$ cat config.mk
export PLATFORM = sky130hd
export DESIGN_NAME = dense_pos_stream_gen_flat
export DESIGN_NICKNAME = d
export VERILOG_FILES = /design/src/rtl/dense_pos_stream_gen_pkg.sv /design/src/rtl/dense_pos_stream_gen_if.sv /design/src/rtl/dense_pos_stream_gen_token_out_reg.sv /design/src/rtl/dense_pos_stream_gen.sv /design/src/flat_wrapper.sv
export SDC_FILE = /design/constraint.sdc
export NUM_CORES = 1
export LEC_CHECK = 0
export ABC_CLOCK_PERIOD_IN_PS = 4850
export BUFFER_PORTS_ARGS = -buffer_cell sky130_fd_sc_hd__buf_2
export CORE_ASPECT_RATIO = 1.4
export CORE_MARGIN = 2
export CORE_UTILIZATION = 45
export CTS_CLUSTER_DIAMETER = 120
export CTS_CLUSTER_SIZE = 10
export DETAILED_ROUTE_END_ITERATION = 7
export HOLD_SLACK_MARGIN = 0.15
export PLACE_DENSITY = 0.6
export SLEW_MARGIN = 10
export SYNTH_ARGS = -nofsm -noshare
export SYNTH_HDL_FRONTEND = slang
export SYNTH_HIERARCHICAL = 1
export SYNTH_SLANG_ARGS = --single-unit
$ cat constraint.sdc
create_clock -name clk -period 4.85 [get_ports clk]
set_input_delay 0.2425 -clock clk [delete_from_list [all_inputs] [get_ports clk]]
set_output_delay 0.2425 -clock clk [all_outputs]
set_load 0.02 [all_outputs]
$ cat src/rtl/dense_pos_stream_gen_pkg.sv
// dense_pos_stream_gen_pkg: sparse-stream token widths, control token encodings and generator state type.
package dense_pos_stream_gen_pkg;
  localparam int DATA_W = 16;
  localparam int TOKEN_W = DATA_W + 1;
  localparam int STOP_LVL_W = 8;
  localparam logic [TOKEN_W-1:0] STOP_BASE = 17'h10000;
  localparam logic [TOKEN_W-1:0] DONE_TOKEN = 17'h10100;
  typedef enum logic [1:0] {S_IDLE, S_DATA, S_STOP, S_DONE} state_t;
  function automatic logic [TOKEN_W-1:0] mk_stop(input logic [STOP_LVL_W-1:0] lvl);
    return STOP_BASE | {{(TOKEN_W-STOP_LVL_W){1'b0}}, lvl};
  endfunction
endpackage

$ cat src/rtl/dense_pos_stream_gen_if.sv
// dense_pos_stream_gen_if: valid/ready token channel from the position generator to its consumer.
interface dense_pos_stream_gen_if;
  import dense_pos_stream_gen_pkg::*;
  logic [TOKEN_W-1:0] pos_out;
  logic pos_out_valid;
  logic pos_out_ready;
  modport master(output pos_out, output pos_out_valid, input pos_out_ready);
  modport slave(input pos_out, input pos_out_valid, output pos_out_ready);
endinterface

$ cat src/rtl/dense_pos_stream_gen_token_out_reg.sv
// token_out_reg: single-entry registered output stage; load takes priority, a transfer empties it.
module token_out_reg
  import dense_pos_stream_gen_pkg::*;
(
  input  logic               clk,
  input  logic               rst_n,
  input  logic               clk_en,
  input  logic               clr,
  input  logic               load,
  input  logic [TOKEN_W-1:0] din,
  input  logic               ready,
  output logic [TOKEN_W-1:0] dout,
  output logic               valid
);
  always_ff @(posedge clk or negedge rst_n) begin
    if (!rst_n) begin
      dout <= '0;
      valid <= 1'b0;
    end else if (clr) begin
      dout <= '0;
      valid <= 1'b0;
    end else if (clk_en) begin
      if (load) begin
        dout <= din;
        valid <= 1'b1;
      end else if (valid && ready) begin
        valid <= 1'b0;
      end
    end
  end
endmodule

$ cat src/rtl/dense_pos_stream_gen.sv
// dense_pos_stream_gen: emits num_fibers fibers of dim dense positions with S0/S1 stops and a final DONE token.
module dense_pos_stream_gen
  import dense_pos_stream_gen_pkg::*;
(
  input  logic              clk,
  input  logic              rst_n,
  input  logic              clk_en,
  input  logic              flush,
  input  logic              tile_en,
  input  logic              start,
  input  logic [DATA_W-1:0] dim,
  input  logic [DATA_W-1:0] num_fibers,
  dense_pos_stream_gen_if.master pos,
  output logic              busy,
  output logic              done
);
  localparam logic [DATA_W-1:0] ONE = DATA_W'(1);
  state_t state, state_n;
  logic [DATA_W-1:0] dim_r, nf_r, pos_cnt, pos_cnt_n, fib_cnt, fib_cnt_n, base, base_n;
  logic [TOKEN_W-1:0] tok;
  logic load, xfer, clr, done_q, done_n, last_pos, last_fib;
  assign clr = flush | ~tile_en;
  assign xfer = pos.pos_out_valid & pos.pos_out_ready;
  assign last_pos = pos_cnt == dim_r - ONE;
  assign last_fib = fib_cnt == nf_r - ONE;
  assign done = done_q & clk_en;
  // State names the token currently held in the output register; the next one is loaded on its transfer.
  always_comb begin
    state_n = state;
    load = 1'b0;
    tok = '0;
    pos_cnt_n = pos_cnt;
    fib_cnt_n = fib_cnt;
    base_n = base;
    done_n = 1'b0;
    case (state)
      S_IDLE: if (start) begin
        load = 1'b1;
        pos_cnt_n = '0;
        fib_cnt_n = '0;
        base_n = '0;
        state_n = num_fibers == '0 ? S_DONE : dim == '0 ? S_STOP : S_DATA;
        tok = num_fibers == '0 ? DONE_TOKEN : dim == '0 ? mk_stop(STOP_LVL_W'(num_fibers == ONE)) : '0;
      end
      S_DATA: if (xfer) begin
        load = 1'b1;
        state_n = last_pos ? S_STOP : S_DATA;
        pos_cnt_n = last_pos ? pos_cnt : pos_cnt + ONE;
        tok = last_pos ? mk_stop(STOP_LVL_W'(last_fib)) : {1'b0, base + pos_cnt + ONE};
      end
      S_STOP: if (xfer) begin
        load = 1'b1;
        if (last_fib) begin
          state_n = S_DONE;
          tok = DONE_TOKEN;
        end else begin
          fib_cnt_n = fib_cnt + ONE;
          base_n = base + dim_r;
          pos_cnt_n = '0;
          state_n = dim_r == '0 ? S_STOP : S_DATA;
          tok = dim_r == '0 ? mk_stop(STOP_LVL_W'(fib_cnt + ONE == nf_r - ONE)) : {1'b0, base + dim_r};
        end
      end
      S_DONE: if (xfer) begin
        state_n = S_IDLE;
        done_n = 1'b1;
      end
    endcase
  end
  always_ff @(posedge clk or negedge rst_n) begin
    if (!rst_n) begin
      state <= S_IDLE;
      {dim_r, nf_r, pos_cnt, fib_cnt, base} <= '0;
      busy <= 1'b0;
      done_q <= 1'b0;
    end else if (clr) begin
      state <= S_IDLE;
      {dim_r, nf_r, pos_cnt, fib_cnt, base} <= '0;
      busy <= 1'b0;
      done_q <= 1'b0;
    end else if (clk_en) begin
      state <= state_n;
      pos_cnt <= pos_cnt_n;
      fib_cnt <= fib_cnt_n;
      base <= base_n;
      busy <= state_n != S_IDLE;
      done_q <= done_n;
      if (state == S_IDLE) begin
        dim_r <= dim;
        nf_r <= num_fibers;
      end
    end
  end
  token_out_reg u_out (
    .clk(clk),
    .rst_n(rst_n),
    .clk_en(clk_en),
    .clr(clr),
    .load(load),
    .din(tok),
    .ready(pos.pos_out_ready),
    .dout(pos.pos_out),
    .valid(pos.pos_out_valid)
  );
endmodule

$ cat src/flat_wrapper.sv
// flat-port wrapper written by rule: the top's interface ports become plain ports
module dense_pos_stream_gen_flat import dense_pos_stream_gen_pkg::*;
  (clk, rst_n, clk_en, flush, tile_en, start, dim, num_fibers, busy, done, pos_pos_out, pos_pos_out_valid, pos_pos_out_ready);
  dense_pos_stream_gen_if pos_i ();
  input  logic clk;
  input  logic rst_n;
  input  logic clk_en;
  input  logic flush;
  input  logic tile_en;
  input  logic start;
  input  logic [DATA_W-1:0] dim;
  input  logic [DATA_W-1:0] num_fibers;
  output logic busy;
  output logic done;
  output wire logic [$bits(pos_i.pos_out)-1:0] pos_pos_out;
  output wire logic [$bits(pos_i.pos_out_valid)-1:0] pos_pos_out_valid;
  input wire logic [$bits(pos_i.pos_out_ready)-1:0] pos_pos_out_ready;
  assign pos_pos_out = pos_i.pos_out;
  assign pos_pos_out_valid = pos_i.pos_out_valid;
  assign pos_i.pos_out_ready = pos_pos_out_ready;
  dense_pos_stream_gen u_core (.clk(clk), .rst_n(rst_n), .clk_en(clk_en), .flush(flush), .tile_en(tile_en), .start(start), .dim(dim), .num_fibers(num_fibers), .pos(pos_i), .busy(busy), .done(done));
endmodule
### Yosys cells after proc, flatten, opt, wreduce, memory -nomap -nowiden

Index checks and enable logic that the tools add are counted.

* input bits: 39
* logic and storage cells: 111
* output and inout bits: 20
* flip-flop bits (word level): 102

* bitwise logic cells: 4
* reductions and logical operators: 18
* multiplexer cells: 60
* eq/ne operators: 12
* add/subtract/negate cells: 7

Operator list (number)
* $mux 16: 21
* $mux 17: 11
* $pmux 16 s2: 2
* $pmux 17 s3: 1
* $add 16x1->16 const B: 3
* $eq 16x16->1: 3
* $logic_not 16->1: 3
* $pmux 16 s3: 1
* $add 16x16->16: 2
* $sub 16x1->16 const B: 2
* $mux 2: 11
* $eq 16x1->1 const B: 1
* $mux 1: 11
* $ne 3x2->1 const B: 3
* $pmux 2 s4: 1
* $reduce_bool 2->1: 4
* $reduce_and 7->1: 1
* $ne 3x1->1 const B: 2
* $reduce_and 2->1: 3
* $reduce_bool 3->1: 2
* $reduce_and 5->1: 1
* $eq 2x2->1 const B: 2
* $reduce_bool 4->1: 1
* $and 1x1->1: 2
* 7 further kinds: 7

### Logic depth before layout (Yosys ltp)

* depth in word-level cells: 9
* mapped depth: 15
* depth with buffers taken out: 14

### Modules after synthesis

The synthesis kept the hierarchy.

Modules (own cells, without submodules)
* dense_pos_stream_gen: area each 7529.7 µm², seq. area each 2102.0 µm², instances 1, cells an instance 952
* token_out_reg: area each 947.2 µm², seq. area each 450.4 µm², instances 1, cells an instance 83

### Least setup slack after synthesis

OpenSTA, ideal clock, no wires.

* path type: register to register
* start point: register u_core.nf_r[0]
* end point: register u_core.pos_cnt[12]
* path buffers: 2
* cell stages (with the launch flop): 14
* setup slack: 1.693 ns
* data arrival time: 3.053 ns
* path through: dfrtp_1 buf_6 inv_1 ha_1 or3b_2 o221a_1 a21oi_1 o21ai_1 and4b_4 a21o_1 or4_1 buf_2 or3_1 o311ai_1

* cells in the longest elaborated chain, start to end: 4

RTL lines
* start, declared: RTL line dense_pos_stream_gen.sv:19 `logic [DATA_W-1:0] dim_r, nf_r, pos_cnt, pos_cnt_n, fib_cnt, fib_cnt_n, base, base_n;`
* start signal, assigned: RTL line dense_pos_stream_gen.sv:90 `nf_r <= num_fibers;`
* $sub 16x1->16: RTL line dense_pos_stream_gen.sv:25 `assign last_fib = fib_cnt == nf_r - ONE;`
* $eq 16x16->1: RTL line dense_pos_stream_gen.sv:25
* $ne 3x2->1 (no source line)
* $reduce_and 7->1 (no source line)
* end signal, assigned: RTL line dense_pos_stream_gen.sv:83 `pos_cnt <= pos_cnt_n;`
* end, declared: RTL line dense_pos_stream_gen.sv:19

No other way between the ends.
A chain may end at the register's enable or synchronous reset.

### Worst setup path in the final report

* start point: register u_core.dim_r[0]
* end point: register u_core.pos_cnt[14]

* cells in the longest elaborated chain, start to end: 4

RTL lines
* start, declared: RTL line dense_pos_stream_gen.sv:19
* start signal, assigned: RTL line dense_pos_stream_gen.sv:89 `dim_r <= dim;`
* $sub 16x1->16: RTL line dense_pos_stream_gen.sv:24 `assign last_pos = pos_cnt == dim_r - ONE;`
* $eq 16x16->1: RTL line dense_pos_stream_gen.sv:24
* $ne 3x2->1 (no source line)
* $reduce_and 7->1 (no source line)

No other way between the ends.

==> impl_summary.md <==
Run status
The run finished with clean final reports.

Yosys
Of all cell types, the one taking the most synthesized area is sky130_fd_sc_hd__dfrtp_1. Sorting the synthesized cells by area gives the leading types as sky130_fd_sc_hd__dfrtp_1 30%, sky130_fd_sc_hd__xnor2_1 6.0%, sky130_fd_sc_hd__ha_1 5.9%. The sequential-to-total area share from yosys stat is between 30% and 40%. The synthesized design contains 102 register bits.

The number of flops mapped to enable cells by yosys is 0. The number of distinct standard cells referenced by the synthesized netlist is 78. Among all flip-flop cells after synthesis, the most frequent one is sky130_fd_sc_hd__dfrtp_1. The synthesized netlist occupies a cell area of roughly 8500 um2. The synthesized net count is ~1.1k. The async set-or-reset flop fraction in the synthesized netlist is between 90% and 100%. The synthesis warning total is 6. A synthesized cell averages 8.19 um2. The gate count after technology mapping is 1,035. After synthesis, the largest area contributor takes up 30.1% of total cell area.

Power and ir drop
The completed layout was analyzed and its total power is 2080 uW. Combinational cells account for ~16% of the total power. The static leakage is between 0.004 and 0.005 uW. The internal power is around 1500 uW. The net switching component of the power is 582 uW. The clock network accounts for approximately 41% of the total power. Net switching is between 20% and 30% of the power. Of the total power, registers draw between 40% and 50%. The power density of the placed cells is between 200 and 250 nW/um2.

The worst vdd rail ir drop is ~0.16 mV.

Floorplanning
The floorplan step defined a die boundary enclosing about 20,000 um2. The standard-cell row count is between 50 and 60. The overall die height is about 170 um. The core region is approximately 19,000 um2. The horizontal die dimension is roughly 120 um.

Once the floorplan was initialized, standard cells occupied ~46% of the core. The I/O pin total is 59.

Final layout
The finished layout holds ~1.3k standard cells, fillers aside. The area growth from synthesis to layout is 11.2%. The antenna diode count is 0. Leaving out fill and tap cells, the most frequent cells in the layout are 132 x sky130_fd_sc_hd__nand2_1, 102 x sky130_fd_sc_hd__dfrtp_1, 97 x sky130_fd_sc_hd__nor2_1, 70 x sky130_fd_sc_hd__a21oi_1, 58 x sky130_fd_sc_hd__xnor2_1. The library cell used most frequently in the layout, excluding fill and tap cells, is sky130_fd_sc_hd__nand2_1.

In the final layout, the share of cells above drive strength 1 is a little over a tenth. In the final design database the tool counted ~1.2k nets. After routing the design area is around 9400 um2.

Global routing
The remaining global-route overflow is 0. Across every metal layer, demand over resource in global routing totals between 20% and 30%. The number of antenna violations at the first check in global routing is 0. The global-route wire length before repair is 41,800 um. The number of global-route vias before repair came to 7,854. Entering global routing, the biggest net connects 82 pins.

Worst setup path
The startpoint-to-endpoint class of the critical path is flip-flop to flip-flop. The worst flop-to-flop path startpoint is u_core/dim_r[0]$_DFFE_PN0P_. The maximum fanout encountered on the critical timing path is 15. The data required time at the worst endpoint is 5040 ps. The startpoint type of the worst setup path is a flip-flop.

The critical path startpoint is u_core/dim_r[0]$_DFFE_PN0P_. Data arrives at the worst endpoint at ~4000 ps. The type of destination of the critical path is a flip-flop.

Route
After detailed routing, the average wire length per cell comes to slightly below 20 um. The number of nets still failing antenna checks after routing is 0. The via count is about 7.9k. The first routing iteration left 500 violations. The total wire length after detailed routing is 25,800 um. The number of optimization iterations in the first detailed-route pass is 5.

The via-per-instance ratio is between 5 and 6. The total DRC errors in the routed layout is 0.

Clock network
The H-tree was split into 3 levels. The number of clock buffers added by TritonCTS is 9. The buffer depth of the longest clock path is 2.

The clock sink count is 102. CTS placed an instance of sky130_fd_sc_hd__clkbuf_16 at the clock tree root. Buffers added to address setup during post-CTS repair amount to 0. The quantity of gates resized following cts is 0. TritonCTS built the clock tree.

The clock slew at the register clock pins of the worst setup and hold paths is about 70 ps. At the later pin of the worst-skew pair, clock insertion delay measures ~360 ps.

Timing
The maximum clock frequency is about 260 MHz. After routing, the total negative slack on setup checks comes to 0 ps. The final hold violation count is 0. The number of pins with negative max-slew slack in the final report was 0. The setup clock skew after layout is about 9.6 ps.

The ratio of final minimum period to clock period is about four fifths. The final-report setup violation count is 0. The pin slew with the least headroom to its limit is roughly 1200 ps. For the finished layout, the period the worst path requires is ~3800 ps. The tightest slew margin relative to the limit is ~22%.

Setup repair after global routing left no endpoint under its margin.

Placed design
Buffers placed on the I/O ports in this run total 58. In this run the cell area measured after placement is approximately 8800 um2. The cell count after placement is about 1.3k. At the end of routability-driven placement, the weighted congestion stood at about 0.93. The HPWL after detailed placement is around 19,000 um.

Job
The tool flagged a number of max-cap violations equal to 0.

Min path
The tightest min-delay check is of the input pin to flip-flop type. In this run the most critical hold path is launched from dim[5].
[cell families after synthesis]
group | after synthesis | synth area share (%)
adders and majority gates | 42 | 6.38
DFF | 102 | 30.1
AOI/OAI and AO/OA | 260 | 20.8
xor gates and xnor gates | 90 | 9.56
buffers and inverters | 85 | 4.84
and+or+nand+nor | 438 | 26.2
muxes | 18 | 2.15
[state kept, by name (all words and copies together) (netlist names)]
signal / count
u_core/u_out/dout: 17
u_core/state: 2
u_core/base: 16
u_core/nf_r: 16
u_core/done_q: 1
u_core/u_out/valid: 1
u_core/pos_cnt: 16
u_core/busy: 1
u_core/fib_cnt: 16
u_core/dim_r: 16
[layer usage]
layer	GRT usage [%]	up-vias	part of all wire, %
met4	13.0	0	5.1
met2	49.6	172	54
met1	28.7	3829	38
met5	0	-	0
li1	-	3810	-
met3	3.50	80	2.6
[area by class of cell]
class	instances	area (um2)
Clock buffer	11	233
Timing Repair Buffer	93	626
Fill cell	1811	9100
Inverter	23	86.3
Tap cell	244	305
Sequential cell	102	2550
Multi-Input combinational cell	848	5520
Clock inverter	5	108
[stage by stage]
stage / worst slack (ps) / hold slack, ps / util (%)
2_1_floorplan: 1690 / -53.1 / -
3_3_place_gp: 1110 / 425 / 47.5
3_5_place_dp: 1080 / 429 / 47.5
4_1_cts: 1070 / 152 / 50.9
5_1_grt: 727 / 162 / 50.9
6_report: 1040 / 155 / 50.9
[final timing paths]
check,endpoint,slack (ps),cells after the start
worst max register to register,u_core/pos_cnt[14]$_DFFE_PN0P_,1040,11
max in group asynchronous,u_core/base[8]$_DFFE_PN0P_,3200,3
worst min-delay path,u_core/dim_r[5]$_DFFE_PN0P_,160,3
worst min register to register,u_core/fib_cnt[15]$_DFFE_PN0P_,510,1
min in group asynchronous,u_core/dim_r[5]$_DFFE_PN0P_,550,2
worst max-delay path,u_core/pos_cnt[14]$_DFFE_PN0P_,1040,11
[synthesized netlist by cell type (all sizes together) (8+ instances only)]
library cell	count
mux2i	16
clkbuf	39
nand4	17
a21bo	17
dfrtp	102
o21ai	44
a31oi	9
a21o	21
nor3	28
xnor2	58
nand2b	10
buf	23
nand3	52
a22oi	10
o31ai	16
ha	40
nor2b	11
nand2	132
and3	17
xor2	31
nor3b	11
and2	10
a21oi	82
nor4	20
nor2	97
or4	9
inv	23
o22ai	8
[power by group through the flow]
stage	Combinational (uW)	Sequential (uW)	Clock, uW
2_1_floorplan	235	889	0
3_3_place_gp	320	899	0
3_5_place_dp	322	899	0
4_1_cts	340	882	875
5_1_grt	377	884	904
6_report	342	882	858
[worst max-delay path: stages (launching register included)]
cell and delay [ps]:
sky130_fd_sc_hd__dfrtp_1 450, sky130_fd_sc_hd__inv_1 110, sky130_fd_sc_hd__ha_1 220, sky130_fd_sc_hd__or4b_2 620
sky130_fd_sc_hd__nor3_1 150, sky130_fd_sc_hd__o2111ai_1 120, sky130_fd_sc_hd__nor4_1 290, sky130_fd_sc_hd__nand3_1 160
sky130_fd_sc_hd__o31ai_1 570, sky130_fd_sc_hd__or4_1 660, sky130_fd_sc_hd__o31a_1 210, sky130_fd_sc_hd__o21ai_0 80
[timing repair]
| item | CTS | global route |
|---|---|---|
| hold endpoints to repair | 91 | 0 |
| hold buffers | 28 | 0 |
| setup endpoints to repair | 0 | 0 |
No activity file was read; power rests on OpenSTA's default activity.
